**src/rtl/cpu16_pkg.sv**
```systemverilog
// Shared CPU16 datapath widths and word types.
package cpu16_pkg;

  localparam int unsigned DATA_W  = 16;
  localparam int unsigned SHAMT_W = 5;

  typedef logic [DATA_W-1:0]  word_t;
  typedef logic [SHAMT_W-1:0] shamt_t;

endpackage

```
**src/rtl/sll_stage.sv**
```systemverilog
// One level of the logarithmic shifter: shift by SHIFT when en, tracking the last bit pushed out of the MSB.
module sll_stage #(
  parameter int unsigned DATA_W = 16,
  parameter int unsigned SHIFT  = 1
) (
  input  logic [DATA_W-1:0] data,
  input  logic              carry,
  input  logic              en,
  output logic [DATA_W-1:0] shifted_c,
  output logic              carry_c
);

  // Lowest of the bits leaving the top is the one shifted out last.
  localparam int unsigned CIDX = DATA_W - SHIFT;

  assign shifted_c = en ? (data << SHIFT) : data;
  assign carry_c   = en ? data[CIDX] : carry;

endmodule

```
**src/rtl/sll_unit.sv**
```systemverilog
// 16-bit logical shift-left unit for the CPU16 ALU with a registered result and flags.
module sll_unit
  import cpu16_pkg::*;
#(
  parameter int unsigned DATA_W  = cpu16_pkg::DATA_W,
  parameter int unsigned SHAMT_W = cpu16_pkg::SHAMT_W
) (
  input  logic               clk,
  input  logic               rst_n,
  input  logic               in_valid,
  input  logic [DATA_W-1:0]  A,
  input  logic [SHAMT_W-1:0] shamt,
  output logic               out_valid,
  output logic [DATA_W-1:0]  dalja,
  output logic               zero,
  output logic               cout
);

  logic [DATA_W-1:0] lvl_data  [SHAMT_W+1];
  logic              lvl_carry [SHAMT_W+1];

  assign lvl_data[0]  = A;
  assign lvl_carry[0] = 1'b0;

  // Barrel shifter: level k shifts by 2**k; the last level clears the word.
  for (genvar k = 0; k < SHAMT_W; k++) begin : g_lvl
    sll_stage #(
      .DATA_W (DATA_W),
      .SHIFT  (32'(1) << k)
    ) u_stage (
      .data      (lvl_data[k]),
      .carry     (lvl_carry[k]),
      .en        (shamt[k]),
      .shifted_c (lvl_data[k+1]),
      .carry_c   (lvl_carry[k+1])
    );
  end

  logic [DATA_W-1:0] result_c;
  logic              zero_c;

  assign result_c = lvl_data[SHAMT_W];
  assign zero_c   = (result_c == '0);

  // Output stage: load on in_valid, otherwise hold the result and flags.
  always_ff @(posedge clk or negedge rst_n) begin
    if (!rst_n) begin
      out_valid <= 1'b0;
      dalja     <= '0;
      zero      <= 1'b1;
      cout      <= 1'b0;
    end else begin
      out_valid <= in_valid;
      if (in_valid) begin
        dalja <= result_c;
        zero  <= zero_c;
        cout  <= lvl_carry[SHAMT_W];
      end
    end
  end

endmodule

```
**config.mk**
```make
export PLATFORM = sky130hd
export DESIGN_NAME = sll_unit
export DESIGN_NICKNAME = d
export VERILOG_FILES = /design/src/rtl/cpu16_pkg.sv /design/src/rtl/sll_stage.sv /design/src/rtl/sll_unit.sv
export SDC_FILE = /design/constraint.sdc
export NUM_CORES = 1
export LEC_CHECK = 0
export ABC_AREA = 1
export CAP_MARGIN = 20
export CORE_ASPECT_RATIO = 1.25
export CORE_MARGIN = 2
export CORE_UTILIZATION = 46
export CTS_CLUSTER_SIZE = 8
export DETAILED_ROUTE_END_ITERATION = 7
export PLACE_DENSITY_LB_ADDON = 0.12
export SETUP_SLACK_MARGIN = 0.15
export SYNTH_ARGS = -nofsm -noshare
export SYNTH_HDL_FRONTEND = slang
export SYNTH_SLANG_ARGS = --single-unit
```
**constraint.sdc**
```tcl
create_clock -name clk -period 0.8 [get_ports clk]
set_input_delay 0.2 -clock clk [delete_from_list [all_inputs] [get_ports clk]]
set_output_delay 0.2 -clock clk [all_outputs]
set_load 0.01 [all_outputs]
```
==> results of run 1 <==
## cell usage after synthesis (all sizes together)
cell type / number / area share (%)
a21oi: 2 / 0.68
dfrtp: 18 / 31
nor2: 20 / 5.1
buf: 10 / 5.5
a31oi: 9 / 3.8
o21ai: 9 / 3.1
nand4: 5 / 2.1
o211ai: 2 / 1.0
inv: 8 / 2.6
nand3: 47 / 17
clkbuf: 3 / 0.77
nand2: 96 / 25
o21a: 1 / 0.51
dfstp: 1 / 1.8
## what timing repair did
item                       4_1_cts
resized for setup              225
pin swaps                       61
cloned                           8
setup buffers                   18
setup endpoints to repair       38
## per-stage QoR
step | cells | utilization (%) | hold WS [ps] | setup TNS [ps]
after CTS | 367 | 92.24 | 238.3 | -7012
after floorplan | 231 | - | -95.59 | -3398
after global placement | 337 | 73.52 | 467.6 | -20750
after detailed placement | 337 | 73.52 | 458.9 | -21220
## logic make-up after synthesis
family | after synthesis
and+or+nand+nor | 168
AOI/OAI and AO/OA | 23
buffers and inverters | 21
DFF | 19
==> parameters.txt, run 1 <==
Parameter                              Value

Logic synthesis
  Main combinational cell family by area after synthesis ... simple AND/OR/NAND/NOR gates
  Synth unique cells ... 23
  Post-synthesis cell area ... 1464 sq um
  Compound-Gate Fraction of Synth Area ... 9.145%
  Share of synthesized area spent on multiplexers ... 0%
  Post-Synth XOR/XNOR Area ... 0%
  Area share of fa/ha/maj cells after synthesis ... 0%
  Synthesized area per cell ... 6.337 sq um
  Total number of yosys warnings ... 0
  #FFs+latches synth ... 19
  Sequential fraction of the synthesis area ... 32.56%
  Gate count of the mapped netlist ... 231
  Simple logic cell fraction of the synthesized area ... 49.49%
  Number of nets in the synthesized netlist ... 255

Place
  DP Area ... 2206 sq um
  Post-Place Worst Slack ... -1050 ps
  Weighted congestion at the end of routability-driven global placement ... 0.9174
  Port-buffer cells ... 42
  DP Wirelength ... 3.243 mm

Clocking
  Clock Root Buffer ... clkbuf_4
  Maximum root-to-sink buffer count ... 2
  Quantity of hold-fixing buffers added after cts ... 0
  Number of clock buffers inserted by TritonCTS ... 3
  CTS H-Tree Depth ... 1
  Sink count of the clock tree ... 19

Outcome
  Halt Reason ... [ERROR DPL-0038] Utilization greater than 100%, impossible to legalize
  Halt point of the flow ... global routing (5_1_grt)
  Status ... did not finish

STA
  Post-GRT worst EP ... zero$_DFFE_PN1P_/D
  Type of pin the worst path ends at ... register input

Global route
  Pin count of the biggest net entering global routing ... 20

Floorplan
  Number of placement rows ... 22
  Starting utilization of the core area ... 48.79%
  Die H ... 67.07 um
  Top-level I/O count ... 43
  Die Span X ... 54.46 um
==> run 2, diff against run 1 <==
CORE_ASPECT_RATIO = unset   (was 1.25)
CORE_UTILIZATION = 31   (was 46)
CTS_CLUSTER_SIZE = unset   (was 8)
PLACE_DENSITY_LB_ADDON = 0.15   (was 0.12)
SETUP_SLACK_MARGIN = unset   (was 0.15)
==> run 2 against run 1 <==
Net effect: the flow now finishes, with violations (setup timing); synthesized area unchanged; synthesized cell count unchanged.
==> parameters.txt, run 2 <==
Parameter                              Value

Logic synthesis
  Simple logic cell fraction of the synthesized area ... 49.49% (unchanged)
  Number of nets in the synthesized netlist ... 255 (unchanged)
  Synthesized area per cell ... 6.337 sq um (unchanged)
  #FFs+latches synth ... 19 (unchanged)
  Post-synthesis cell area ... 1464 sq um (unchanged)
  Sequential fraction of the synthesis area ... 32.56% (unchanged)
  Synth unique cells ... 23 (unchanged)
  Gate count of the mapped netlist ... 231 (unchanged)
  Share of the synthesized area in the top cell type ... 30.77% (unchanged)
  Primary flip-flop cell chosen by synthesis mapping ... dfrtp_1
  Fraction of registers with async set or reset after synthesis ... 100.0% (unchanged)
  Cell type with the highest aggregate area in the netlist ... dfrtp_1
  Post-synth EDFFs ... 0 (unchanged)
  Leading cell types by count after synthesis ... nand2_1, nand3_1, nor2_1
  Count leader, synth ... nand2_1
  Post-Synth XOR/XNOR Area ... 0% (unchanged)
  Share of synthesized area spent on multiplexers ... 0% (unchanged)
  Area share of fa/ha/maj cells after synthesis ... 0% (unchanged)
  Total number of yosys warnings ... 0 (unchanged)
  Main combinational cell family by area after synthesis ... simple AND/OR/NAND/NOR gates
  Compound-Gate Fraction of Synth Area ... 9.145% (unchanged)
  Main area contributors after synthesis ... dfrtp_1, nand2_1, nand3_1, nor2_1, a31oi_1

Worst setup path
  Cell depth of the worst flop-to-flop path ... 4
  Worst reg2reg startpoint ... dalja[8]$_DFFE_PN0P_
  Type of the worst setup path ... input pin to flop
  Crit-path max FO ... 8
  Slack of the worst reg-to-reg path ... -110 ps
  Arrival time reported for the critical path endpoint ... 1370 ps
  Worst Path Required ... 1000 ps
  Startpoint kind of the worst setup timing path ... input pin
  Destination of the worst register-to-register timing path ... dalja[8]$_DFFE_PN0P_
  Crit. Startpoint ... shamt[1]
  Capturing element type of the critical path ... flop

Finish
  Register containing the most flip-flops in the final layout ... dalja
  Most common cell after layout, fill and taps aside ... nand2_1
  Final Instance Count excl. Fillers ... 391
  Total Nets Final ... 362
  Number of fill cells ... 435
  Total area of multi-input combinational cells ... 1280 sq um
  Highest-count cells in the layout ignoring fill and taps ... nand2_1, buf_4, nand2_2
  Fraction of final layout cells sized beyond drive strength 1 ... 60.83%
  Area used by sequential logic in the layout ... 476.7 sq um
  Antenna fix cells ... 0
  Number of flip-flops under the largest register name ... 16
  Area overhead of the layout relative to synthesis ... 102.3%

Clocking
  CTS H-Tree Depth ... 1 (unchanged)
  Maximum root-to-sink buffer count ... 2 (unchanged)
  Clock tree from TritonCTS ... done
  Clk slew on worst S/H paths ... 70 ps
  Number of clock buffers inserted by TritonCTS ... 3 (unchanged)
  Quantity of hold-fixing buffers added after cts ... 0 (unchanged)
  Source-to-sink clock delay at the later pin of the worst-skew pair ... 260 ps
  Sink count of the clock tree ... 19 (unchanged)
  Clock Root Buffer ... clkbuf_8

Place
  Number of placed cells counting well taps ... 355 (+5.3%)
  Post-Place Worst Slack ... -1085 ps (-35.14 ps)
  DP Wirelength ... 3.357 mm (+3.5%)
  Port-buffer cells ... 42 (unchanged)
  Weighted congestion at the end of routability-driven global placement ... 0.8172 (-11%)

Outcome
  Status ... finished with violations
  Violated checks ... setup timing

STA
  RSZ-0062 raised after global routing ... true
  Final setup violating endpoints ... 37
  Worst Skew ... 0 ps
  Final count of pins violating max slew ... 0
  Hold Violations, Final ... 0
  Smallest setup slack after layout ... -368.8 ps
  Transition time at the pin with the least slew margin ... 215.7 ps
  Max Fclk ... 855.6 MHz
  Fin crit share ... 146.1%
  Worst relative slew slack ... 85.62%
  Fin crit period ... 1169 ps

Detailed routing
  Remaining antenna violation count after routing ... 0
  Vias per std cell ... 5.038
  Via count ... 1,970
  Total Wirelength ... 5.399 mm
  First drt pass iteration count ... 4
  Number of violations reported at the end of detailed-routing iteration 0 ... 76
  Drt drc ... 0
  Final routed wire length divided by cell count ... 13.81 um

Floorplan
  Number of placement rows ... 25 (+14%)
  Core ar. ... 4629 sq um
  Die H ... 72.72 um (+8.4%)
  Die Span X ... 72.72 um (+34%)
  Starting utilization of the core area ... 31.62% (-17 points)
  Total die area ... 5288 sq um
  Top-level I/O count ... 43 (unchanged)

Flow run
  Max Cap Viol ... 0

Global route
  Global-route usage over all layers ... 20.09%
  Vias in the first global route ... 1,805
  Wire length of the first global-routing pass ... 8.500 mm
  Pin count of the biggest net entering global routing ... 20
  GRT overflow ... 0
  Number of antenna violations at the first check in global routing ... 0

Power
  Leak ... 1.468 nW
  Power Dens Cells ... 1093 nW/um^2
  Worst supply voltage drop on vdd ... 0.5726 mV

Worst hold path
  Worst min-delay path class ... input pin to async pin
run 2: timing repair:
| action | CTS | global route |
|---|---|---|
| cloned | 6 | 1 |
| setup endpoints to repair | 38 | 37 |
| hold endpoints to repair | 0 | 0 |
| pin swaps | 57 | 43 |
| buffers inserted | 16 | 11 |
| resized for setup | 215 | 57 |
run 2: worst max path at each step:
stage | end | cells past startpoint | slack (ps)
5_1_grt | zero$_DFFE_PN1P_ | 13 | -470
4_1_cts | zero$_DFFE_PN1P_ | 14 | -330
6_report | zero$_DFFE_PN1P_ | 14 | -370
3_5_place_dp | zero$_DFFE_PN1P_ | 13 | -1090
3_3_place_gp | zero$_DFFE_PN1P_ | 13 | -1090
2_1_floorplan | zero$_DFFE_PN1P_ | 14 | -390
run 2: final cells by class:
class,count,share of cell area (%)
clock buffer,3,1.394
sequential,19,16.10
tap,54,2.281
clock inverter,1,0.1690
timing repair inverter,2,0.5492
multi-input combinational,191,43.22
timing repair buffer,113,33.76
inverter,8,2.535
run 2: kinds of logic (layout without fill, tap and decap cells):
family                 count (synthesis)  after routing
flip-flops                            19             19
AO/OA/AOI/OAI                         23             23
AND/OR/NAND/NOR                      168            168
buffers and inverters                 21            127
run 2: where the power goes:
| part | switching (mW) | internal, mW |
|---|---|---|
| Sequential | 0.0365 | 1.04 |
| Clock | 0.329 | 0.347 |
| Combinational | 0.765 | 0.717 |
run 2: layer usage:
| metal | vias to the layer above | track usage, % | part of all wire (%) |
|---|---|---|---|
| met1 | 909 | 28.51 | 43 |
| met3 | 11 | 1.796 | 4.8 |
| li1 | 988 | - | - |
| met2 | 62 | 32.12 | 50 |
| met5 | - | 0 | 0 |
| met4 | 0 | 6.584 | 2.7 |
run 2: worst max-delay path, cell delays in order:
cell	delay, ps
buf_8	100
buf_12	140
inv_16	60
buf_12	120
nand3_1	70
nand2_1	60
nand2_1	70
nand3_2	120
nand2_1	60
nor2_1	100
nand2_1	60
nor2_1	100
nand2_1	60
nand2_1	50
run 2: stage by stage:
| stage | hold WS [ps] | util, % | TNS [ps] | area [sq um] | total power, mW |
|---|---|---|---|---|---|
| floorplan | -95.59 | - | -3398 | 1529 | 1.641 |
| global placement | 467.8 | 48.41 | -22100 | 2241 | 2.188 |
| detailed placement | 469.6 | 48.41 | -22430 | 2241 | 2.191 |
| CTS | 281.6 | 58.95 | -6695 | 2729 | 3.080 |
| global route | 280.8 | 63.97 | -9052 | 2962 | 3.434 |
| finish | 279.6 | 63.97 | -7379 | 2962 | 3.236 |
Power figures use the tool's default switching activity.
==> run 3, diff against run 2 <==
CORE_MARGIN = 4   (was 2)
==> run 3 against run 2 <==
Net effect: the flow still finishes with violations (setup timing); first-iteration DRC count is 120% higher; total power is 2.0% higher; clock skew stayed put; register-to-register slack hardly changed; core utilization is 2.9 points higher; die area is 11% higher; hold slack worse by 9.7 ps; cell area is 1.1% higher; via count is 8.6% higher; sequential share of layout area is 0.17 points lower; final cell count is 0.51% lower; highest routed layer unchanged.
==> parameters.txt, run 3 (synthesis results as in run 2) <==
Parameter                              Value

Outcome
  Status ... finished with violations
  Violated checks ... setup timing

STA
  Fin crit share ... 159.7% (+14 points)
  Final setup violating endpoints ... 36 (-2.7%)
  Smallest setup slack after layout ... -477.4 ps (-108.6 ps)
  Final count of pins violating max slew ... 0 (unchanged)
  Total negative slack for setup checks ... -8379 ps (-1000 ps)
  Worst Skew ... 0 ps (unchanged)
  Max Fclk ... 782.8 MHz (-8.5%)
  Transition time at the pin with the least slew margin ... 282.9 ps (+67.22 ps)
  RSZ-0062 raised after global routing ... true
  Hold Violations, Final ... 0 (unchanged)
  Fin crit period ... 1277 ps (+108.6 ps)
  Worst relative slew slack ... 81.10% (-4.5 points)

Worst setup path
  Worst reg2reg startpoint ... dalja[8]$_DFFE_PN0P_
  Cell depth of the worst flop-to-flop path ... 4 (unchanged)
  Cell breakdown of the critical path ... buf_8 > buf_8 > buf_12 > nand2_4 > nand3_2 > nand2_2 > nand2_1 > nand3_2 > nand2_1 > nor2_1 > nand2_1 > nor2_1 > nand2_1 > nand2_1
  Worst stage delay on the critical path ... 140 ps (about the same)
  Crit-path max FO ... 6 (-2)
  Slowest-stage cell, CP ... buf_12
  Worst Path Required ... 1000 ps (about the same)
  Capturing element type of the critical path ... flop
  Destination of the worst register-to-register timing path ... dalja[8]$_DFFE_PN0P_
  Arrival time reported for the critical path endpoint ... 1480 ps (+110 ps)
  Slack of the worst reg-to-reg path ... -120 ps (about the same)
  CP dominant cell by count ... nand2_1
  Startpoint kind of the worst setup timing path ... input pin
  Type of the worst setup path ... input pin to flop

Finish
  Antenna fix cells ... 0 (unchanged)
  Register containing the most flip-flops in the final layout ... dalja
  Number of flip-flops under the largest register name ... 16 (unchanged)
  Total area of multi-input combinational cells ... 1301 sq um (+1.7%)
  Number of fill cells ... 361 (-17%)
  Highest-count cells in the layout ignoring fill and taps ... buf_4, nand2_1, nand2_2
  Fraction of final layout cells sized beyond drive strength 1 ... 62.31% (+1.5 points)
  Area used by sequential logic in the layout ... 476.7 sq um (unchanged)
  Total Nets Final ... 362 (unchanged)
  Area overhead of the layout relative to synthesis ... 104.5%
  Share of the core filled with cells in the final layout ... 66.92% (+2.9 points)
  Post-route cell area ... 2994 sq um (+1.1%)
  Most common cell after layout, fill and taps aside ... buf_4

Global route
  Global-route usage over all layers ... 20.56% (+0.47 points)
  Number of antenna violations at the first check in global routing ... 0 (unchanged)
  GRT overflow ... 0 (unchanged)
  Pin count of the biggest net entering global routing ... 20 (unchanged)
  Vias in the first global route ... 2,078 (+15%)
  Wire length of the first global-routing pass ... 9.894 mm (+16%)

Power
  Worst supply voltage drop on vdd ... 1.091 mV (+91%)
  Share of total power in sequential cells ... 32.7% (-0.6 points)
  Overall power consumption ... 3.302 mW (+2.0%)
  Internal power ... 2.137 mW (+1.5%)
  Part of the total power dissipated in combinational logic ... 46.9% (+1.1 points)
  Power Dens Cells ... 1103 nW/um^2 (+0.93%)
  Clock share of power ... 20.3% (-0.6 points)
  Net switching power of the design ... 1.165 mW (+3.0%)
  Share of total power consumed by net switching ... 35.27% (+0.33 points)
  Leak ... 1.510 nW (+2.9%)

Flow run
  Max Cap Viol ... 0 (unchanged)

Detailed routing
  Total Wirelength ... 6.372 mm (+18%)
  Drt drc ... 0 (unchanged)
  Via count ... 2,139 (+8.6%)
  Vias per std cell ... 5.499 (+9.1%)
  Number of violations reported at the end of detailed-routing iteration 0 ... 168 (+120%)
  Remaining antenna violation count after routing ... 0 (unchanged)
  First drt pass iteration count ... 4 (unchanged)
  Final routed wire length divided by cell count ... 16.38 um (+19%)

Floorplan
  Top-level I/O count ... 43 (unchanged)
  Core ar. ... 4474 sq um (-3.4%)
  Total die area ... 5886 sq um (+11%)
  Die Span X ... 76.72 um (+5.5%)
  Starting utilization of the core area ... 32.72% (+1.1 points)
  Number of placement rows ... 24 (-4.0%)
  Die H ... 76.72 um (+5.5%)

Clocking
  CTS H-Tree Depth ... 1 (unchanged)
  Sink count of the clock tree ... 19 (unchanged)
  Maximum root-to-sink buffer count ... 2 (unchanged)
  Clk slew on worst S/H paths ... 70 ps (about the same)
  Clock Root Buffer ... clkbuf_8
  Source-to-sink clock delay at the later pin of the worst-skew pair ... 260 ps (about the same)
  Quantity of hold-fixing buffers added after cts ... 0 (unchanged)
  Clock tree from TritonCTS ... done
  Number of clock buffers inserted by TritonCTS ... 3 (unchanged)

Place
  Port-buffer cells ... 42 (unchanged)
  DP Wirelength ... 3.516 mm (+4.7%)
  Weighted congestion at the end of routability-driven global placement ... 0.8806 (+7.8%)
  DP Area ... 2258 sq um (+0.78%)

Worst hold path
  Worst min-delay path class ... input pin to async pin
## run 3: final cells by class
type / instances / share of cell area [%]
multi-input combinational: 191 / 43.46
timing repair buffer: 113 / 34.06
sequential: 19 / 15.92
tap: 52 / 2.173
inverter: 8 / 2.131
clock buffer: 4 / 1.504
timing repair inverter: 2 / 0.7522
## run 3: metal layers
layer / up-vias / part of all wire [%] / GRT usage, %
met4: 0 / 3.4 / 5.616
met1: 1013 / 40 / 25.18
met5: - / 0 / 0
met3: 30 / 6.7 / 4.098
met2: 101 / 50 / 36.41
li1: 995 / - / -
## run 3: worst max-delay path, delay by kind of cell
family                 cells  cell delay, ps
and+or+nand+nor           11             900
buffers and inverters      3             370
## run 3: repair_timing
action                     4_1_cts  5_1_grt
pin swaps                       35       39
gates cloned                     8        1
gates resized for setup        216       52
setup endpoints to repair       37       37
buffers inserted                14        8
## run 3: power groups by stage
stage          Combinational (mW)  Clock (mW)  Sequential [mW]
2_1_floorplan               0.503           0             1.14
3_3_place_gp                 1.11           0             1.10
3_5_place_dp                 1.11           0             1.10
4_1_cts                      1.33       0.694             1.08
5_1_grt                      1.66       0.728             1.09
6_report                     1.55       0.672             1.08
## run 3: how the worst max path moves through the flow
stage	from	endpoint	slack, ps
2_1_floorplan	shamt[0]	zero$_DFFE_PN1P_	-390
3_3_place_gp	shamt[0]	zero$_DFFE_PN1P_	-1130
3_5_place_dp	shamt[0]	zero$_DFFE_PN1P_	-1130
4_1_cts	shamt[0]	zero$_DFFE_PN1P_	-370
5_1_grt	shamt[0]	zero$_DFFE_PN1P_	-550
6_report	shamt[0]	zero$_DFFE_PN1P_	-480
## run 3: metrics by stage
| step | hold WS, ps | cells | worst slack, ps |
|---|---|---|---|
| floorplan | -95.59 | 231 | -392.4 |
| global placement | 463.1 | 354 | -1128 |
| detailed placement | 470.8 | 354 | -1127 |
| CTS | 274.3 | 380 | -370.6 |
| global route | 293.3 | 389 | -547.5 |
| finish | 269.9 | 389 | -477.4 |
